**src/rtl/control_seq.sv**
```systemverilog
// control_seq: eight-phase VeriRISC instruction sequencer.
// Optional macro CONTROL_SEQ_RESUME_EN adds a resume input.

package typedefs;

  typedef enum logic [2:0] {
    HLT = 3'd0,
    SKZ = 3'd1,
    ADD = 3'd2,
    AND = 3'd3,
    XOR = 3'd4,
    LDA = 3'd5,
    STO = 3'd6,
    JMP = 3'd7
  } opcode_t;

  typedef enum logic [2:0] {
    INST_ADDR  = 3'd0,
    INST_FETCH = 3'd1,
    INST_LOAD  = 3'd2,
    IDLE       = 3'd3,
    OP_ADDR    = 3'd4,
    OP_FETCH   = 3'd5,
    ALU_OP     = 3'd6,
    STORE      = 3'd7
  } phase_t;

endpackage

module control_seq
  import typedefs::*;
(
  input  logic       clk,
  input  logic       rst,
`ifdef CONTROL_SEQ_RESUME_EN
  input  logic       resume,
`endif
  input  opcode_t    opcode,
  input  logic       zero,
  output logic       mem_rd,
  output logic       mem_wr,
  output logic       load_ir,
  output logic       load_ac,
  output logic       load_pc,
  output logic       inc_pc,
  output logic       halt,
  output logic       halted,
  output logic [2:0] phase
);

  phase_t     phase_q;
  phase_t     phase_d;
  logic       halted_q;
  logic       halted_d;
  logic       wake;
  logic [7:0] ph_oh;

  logic       op_alu;
  logic       op_hlt;
  logic       op_skz;
  logic       op_sto;
  logic       op_jmp;

`ifdef CONTROL_SEQ_RESUME_EN
  assign wake = resume;
`else
  assign wake = 1'b0;
`endif

  assign ph_oh  = 8'b1 << phase_q;
  assign phase  = phase_q;
  assign halted = halted_q;

  // Phase and halted state registers
  always_ff @(posedge clk or posedge rst) begin
    if (rst) begin
      phase_q  <= INST_ADDR;
      halted_q <= 1'b0;
    end else begin
      phase_q  <= phase_d;
      halted_q <= halted_d;
    end
  end

  // Next phase: free-running wrap, parked at OP_FETCH while halted
  always_comb begin
    phase_d  = phase_t'(phase_q + 3'd1);
    halted_d = halted_q;
    if (halted_q) begin
      if (wake) begin
        halted_d = 1'b0;
        phase_d  = INST_ADDR;
      end else begin
        phase_d  = OP_FETCH;
      end
    end else if (phase_q == OP_ADDR && op_hlt) begin
      halted_d = 1'b1;
    end
  end

  // Opcode class decode
  always_comb begin
    op_alu = 1'b0;
    op_hlt = 1'b0;
    op_skz = 1'b0;
    op_sto = 1'b0;
    op_jmp = 1'b0;
    unique case (opcode)
      HLT:                op_hlt = 1'b1;
      SKZ:                op_skz = 1'b1;
      ADD, AND, XOR, LDA: op_alu = 1'b1;
      STO:                op_sto = 1'b1;
      JMP:                op_jmp = 1'b1;
    endcase
  end

  // Strobe decode per phase, forced low while halted
  always_comb begin
    mem_rd  = 1'b0;
    mem_wr  = 1'b0;
    load_ir = 1'b0;
    load_ac = 1'b0;
    load_pc = 1'b0;
    inc_pc  = 1'b0;
    halt    = 1'b0;
    if (!halted_q) begin
      unique case (1'b1)
        ph_oh[INST_ADDR]: begin
        end
        ph_oh[INST_FETCH]: begin
          mem_rd  = 1'b1;
        end
        ph_oh[INST_LOAD]: begin
          mem_rd  = 1'b1;
          load_ir = 1'b1;
        end
        ph_oh[IDLE]: begin
          mem_rd  = 1'b1;
          load_ir = 1'b1;
        end
        ph_oh[OP_ADDR]: begin
          inc_pc  = 1'b1;
          halt    = op_hlt;
        end
        ph_oh[OP_FETCH]: begin
          mem_rd  = op_alu;
        end
        ph_oh[ALU_OP]: begin
          mem_rd  = op_alu;
          load_ac = op_alu;
          inc_pc  = op_skz & zero;
          load_pc = op_jmp;
        end
        ph_oh[STORE]: begin
          mem_rd  = op_alu;
          load_ac = op_alu;
          inc_pc  = op_jmp;
          load_pc = op_jmp;
          mem_wr  = op_sto;
        end
        default: begin
        end
      endcase
    end
  end

endmodule

```
**config.mk**
```make
export PLATFORM = sky130hd
export DESIGN_NAME = control_seq
export DESIGN_NICKNAME = d
export VERILOG_FILES = /design/src/rtl/control_seq.sv
export SDC_FILE = /design/constraint.sdc
export NUM_CORES = 1
export LEC_CHECK = 0
export CORE_AREA = 4 4 41 43
export DETAILED_ROUTE_END_ITERATION = 10
export DIE_AREA = 0 0 45 47
export SLEW_MARGIN = 5
export SYNTH_ARGS = -nofsm -noshare
export SYNTH_HDL_FRONTEND = slang
export SYNTH_SLANG_ARGS = --single-unit
```
**constraint.sdc**
```tcl
create_clock -name clk -period 2.45 [get_ports clk]
set_clock_uncertainty 0.2 [all_clocks]
set_input_delay 0.49 -clock clk [delete_from_list [all_inputs] [get_ports clk]]
set_output_delay 0.49 -clock clk [all_outputs]
set_load 0.02 [all_outputs]
```
# Word-level counts from Yosys, hierarchy flattened
# Index checks and enable logic that the tools add are counted.
# totals
out_inout_bits	11
elab_cells	42
ff_bits	4
in_bits	6
# op_classes
n_shift	1
n_reduce_logical	7
n_bitwise	1
eq_ne	8
mux	22
add_sub_neg	1
# op_table
op	count
$mux W1	19
$eq A3 B3 Y1 const B	5
$shl A1 B3 Y8 const A	1
$eq A3 B2 Y1 const B	2
$reduce_or A3 Y1	2
$reduce_or A2 Y1	2
$reduce_or A4 Y1	1
$add A3 B1 Y3 const B	1
$eq A3 B1 Y1 const B	1
$logic_not A3 Y1	1
$mux W3	1
$pmux W1 S3	1
$pmux W1 S2	1
$and A1 B1 Y1	1
$logic_and A1 B1 Y1	1

# Depth between registers and ports, before layout
# logic_depth
word_depth	5
depth_mapped	5
ltp_nobuf	5

# Worst setup path after synthesis
# Ideal clock, no wire load.
# synth_timing
path_kind	flip-flop to output port
start	register phase_q[0] (netlist: phase[0])
end	output port load_ac
stages_incl_launch_ff	5
n_path_buf	0
slack_ps	309
t_required_ps	1760
arrival_time_ps	1451
path_cell_list	dfrtp_1 ha_1 ha_1 a21oi_1 nor3_1
# synth_via
elab_chain_cells	4
# synth_rtl
item	line_no	source
start: declaration	51	phase_t phase_q;
start signal: assignment	80	phase_q <= phase_d;
$shl A1 B3 Y8	70	assign ph_oh = 8'b1 << phase_q;
$reduce_or A2 Y1 (no line)	--	
$mux W1	127	unique case (1'b1)
$mux W1	126	if (!halted_q) begin
end: declaration	43	output logic load_ac,
# No other way between the ends.

# Worst setup path after layout
# layout_timing
start	register phase_q[0] (netlist: phase[0])
end	output port mem_rd
# layout_via
elab_chain_cells	4
elab_cells_between_ends	5
cone_classes	1 x shift; 2 x mux; 2 x reduce/logical
# layout_rtl
item	line_no	source
$shl A1 B3 Y8 (*)	70	
$reduce_or A3 Y1 (no line)	--	
$pmux W1 S2 (*)	127	
$mux W1 (*)	126	
end: declaration	40	output logic mem_rd,
# Mark *: on every way between the ends. The rest lies on a longest branch, timed or not.

==> load_flow_metrics.sql <==
INSERT INTO impl_metrics (metric_group, metric, value, unit) VALUES
('layout', 'register_area', '100.1', 'um^2'),
('drt', 'drc_errors', '0', ''),
('global_routing', 'grt_overflow', '0', ''),
('setup_path', 'path_cells', 'ha_1 -> ha_1 -> nor2b_1 -> o31a_1 -> buf_2', ''),
('sta', 'max_slew.worst_pin.slew', '359.5', 'ps'),
('sta', 'final.min_clock_period', '2295', 'ps'),
('cts', 'clockRootBuffer', 'clkbuf_4', ''),
('sta', 'fin_setup_tns', '0', 'ps'),
('global_routing', 'global_route_wire_length_before_repair', '1.552', 'mm'),
('cts', 'cts_hold_buffers', '0', ''),
('sta', 'finalHoldWorstSlack', '235.7', 'ps'),
('sta', 'timing.max_slew.rel_slack', '76.03', '%'),
('yosys', 'post_synth.cell_area_avg', '8.312', 'um^2'),
('drt', 'detail_route.iter0.violations', '0', ''),
('die', 'die_h', '47', 'um'),
('drt', 'vias', '363', ''),
('yosys', 'syn_area', '349.1', 'um^2'),
('die', 'num_rows', '13', ''),
('setup_path', 'timing.critical_path.arrival', '1610', 'ps'),
('layout', 'footprint_of_the_multi_input_gates', '237.7', 'um^2'),
('yosys', 'synth_nets', '55', ''),
('sta', 'report.final.slew_viol_count', '0', ''),
('yosys', 'synth_top_area_share', '28.67', '%'),
('cts', 'cts-buffers-inserted', '3', ''),
('layout', 'antenna_cells_inserted', '0', ''),
('outcome', 'status', 'complete, no violations', ''),
('placed_design', 'dp_cells', '78', ''),
('layout', 'area_growth_syn_to_layout', '64.87', '%'),
('placed_design', 'detailed_place_hpwl', '667.9', 'um'),
('cts', 'path_clk_slew', '40', 'ps'),
('cts', 'numClockSinks', '4', ''),
('setup_path', 'crit_path_end_kind', 'primary output', ''),
('placed_design', 'place_area', '569.3', 'um^2'),
('cts', 'clkLatencyLatePin', '230', 'ps'),
('drt', 'drt_pass1_iterations', '1', ''),
('global_routing', 'grt_start_max_net_pins', '13', ''),
('sta', 'hold_viol_final', '0', ''),
('layout', 'drive_above_1_share', '22.73', '%'),
('setup_path', 'critical_path.max_stage_delay', '400', 'ps'),
('power', 'leakagePower', '0.2890', 'nW'),
('setup_path', 'worst_ep_required_time', '1760', 'ps'),
('setup_path', 'path_class', 'register to primary output', ''),
('drt', 'routedWlPerCell', '10.43', 'um'),
('power', 'cellPowerDensity', '900.3', 'nW/um^2'),
('die', 'design.die.area', '2115', 'um^2'),
('drt', 'routed_wirelength', '845', 'um'),
('yosys', 'synth_largest_area_cell', 'dfrtp_1', ''),
('setup_path', 'worstReg2RegStart', 'phase[0]', ''),
('setup_path', 'crit_path_max_fanout', '4', ''),
('run', 'max-cap-violations', '0', ''),
('global_routing', 'antenna_found_initial', '0', ''),
('layout', 'fin_area', '575.6', 'um^2'),
('yosys', 'synth_cell_types', '17', ''),
('sta', 'fmax', '435.7', 'MHz'),
('sta', 'final_critical_path_share_of_the_clock_period', '93.67', '%'),
('yosys', 'synth_warnings', '0', ''),
('sta', 'unrepaired_setup_endpoints_after_global_routing', 'no', ''),
('yosys', 'count_of_mapped_cells_out_of_synthesis', '42', ''),
('layout', 'final_net_count', '81', ''),
('layout', 'final.fill_count', '153', ''),
('setup_path', 'cpMaxStageDelayCell', 'dfrtp_1', ''),
('yosys', 'yosys_register_bits', '4', ''),
('yosys', 'ys_top_cells_by_area', 'dfrtp_1, ha_1, nand3_1', ''),
('global_routing', 'grt_util_all_layers', '9.762', '%'),
('cts', 'cts_tree', 'built', ''),
('placed_design', 'replace_congestion', '0.6570', ''),
('global_routing', 'number_of_global_route_vias_before_repair', '405', ''),
('setup_path', 'cpMostUsedCell', 'ha_1', ''),
('die', 'num_io_pins', '17', ''),
('cts', 'post_cts_buffers', '0', ''),
('placed_design', 'port_buffers', '16', ''),
('sta', 'finalSetupViolations', '0', ''),
('layout', 'stdcell_count', '81', ''),
('die', 'die_width', '45', 'um'),
('drt', 'drt-vias-per-instance', '4.481', ''),
('yosys', 'ys_seq_area_share', '28.67', '%'),
('cts', 'clk_path_buf_depth', '2', ''),
('setup_path', 'critical_path_launch_point_type', 'register', ''),
('worst_hold_path', 'worst_hold_path_class', 'primary input to asynchronous set/reset pin', ''),
('setup_path', 'crit_start', 'phase[0]', ''),
('cts', 'htree_levels', '1', ''),
('power', 'worst_case_vdd_ir_drop', '408.8', 'uV'),
('die', 'floorplan.initialDensity', '26.83', '%'),
('drt', 'ant_nets', '0', ''),
('die', 'floorplan.core_area', '1301', 'um^2');
[cell type report]
class | instances | share of cell area [%]
multi-input cells | 33 | 41.30
repair buffers | 22 | 31.52
flip-flops and latches | 4 | 17.39
clock buffers | 3 | 3.913
well taps | 15 | 3.261
inverters | 4 | 2.609
[metrics by stage]
step | power, W | setup WS [ps] | util [%]
2_1_floorplan | 0.0002995 | 309.0 | -
3_3_place_gp | 0.0004521 | -363.3 | 43.75
3_5_place_dp | 0.0004550 | -406.3 | 43.75
4_1_cts | 0.0005368 | 9.851 | 45.96
5_1_grt | 0.0005711 | 1.809 | 44.23
6_report | 0.0005182 | 155.0 | 44.23
[registers in the layout, indices dropped and copies added (netlist names)]
register / count
halted: 1
phase: 3
[worst paths after layout]
check	to	slack (ps)	cells after the start
setup / recovery	mem_rd	150	5
hold / removal	phase[2]	240	2
setup reg to reg	phase[1]	1130	4
hold reg to reg	phase[0]	410	2
max in group asynchronous	phase[1]	1670	2
min in group clk	phase[0]	410	2
[what timing repair did]
item                                    in CTS  in global routing
endpoints found under the setup margin       7                  5
gates resized for setup                     20                  8
pin swaps                                    1                  0
[worst max-delay path: cells and delay by family (launching register included)]
kind | cells | cell delay [ps]
AO/OA/AOI/OAI | 1 | 270
adder cells (fa/ha/maj) | 2 | 420
flip-flops | 1 | 400
AND/OR/NAND/NOR | 1 | 130
buffers and inverters | 1 | 160
[layout by cell type (no fill, tap or decap), drive strengths merged, types with 2 or more instances in the layout]
cell type | Yosys | layout
nor2b | 2 | 2
nor2 | 4 | 4
clkdlybuf4s50 | 0 | 7
ha | 7 | 7
dlygate4sd2 | 0 | 3
nor3 | 4 | 4
nand3 | 4 | 4
inv | 4 | 4
a21oi | 3 | 3
dfrtp | 4 | 4
clkbuf | 1 | 5
nand2b | 2 | 2
buf | 0 | 8
[cells in the mapped netlist]
cell / n
a21oi_1: 3
a31oi_1: 1
and3_1: 1
clkbuf_1: 1
dfrtp_1: 4
ha_1: 7
inv_1: 4
nand2_1: 1
nand2b_1: 2
nand3_1: 4
nand4_1: 1
nor2_1: 4
nor2b_1: 2
nor3_1: 4
o21bai_1: 1
o31a_1: 1
xnor2_1: 1
[kinds of logic (layout without fill, tap and decap cells)]
group	after synthesis	in the layout	share of synthesized area [%]
AOI/OAI and AO/OA	6	6	10.75
xor gates and xnor gates	1	1	2.509
adders and majority gates	7	7	25.09
buffers and inverters	5	29	5.374
DFF	4	4	28.67
and+or+nand+nor	19	19	27.60
[report_power, final]
part           total (W)  internal [W]  switching [W]
Clock          0.0000804     0.0000547      0.0000256
Sequential      0.000139     0.0000923      0.0000466
Combinational   0.000299      0.000150       0.000149
[per-layer routing]
metal	up-vias	track usage, %	part of all wire (%)
li1	192	-	-
met1	163	12.21	48
met2	8	16.38	47
met3	0	1.149	4.9
met4	0	5.263	0
met5	-	0	0
Note: power is estimated with default switching activity, not from simulation.
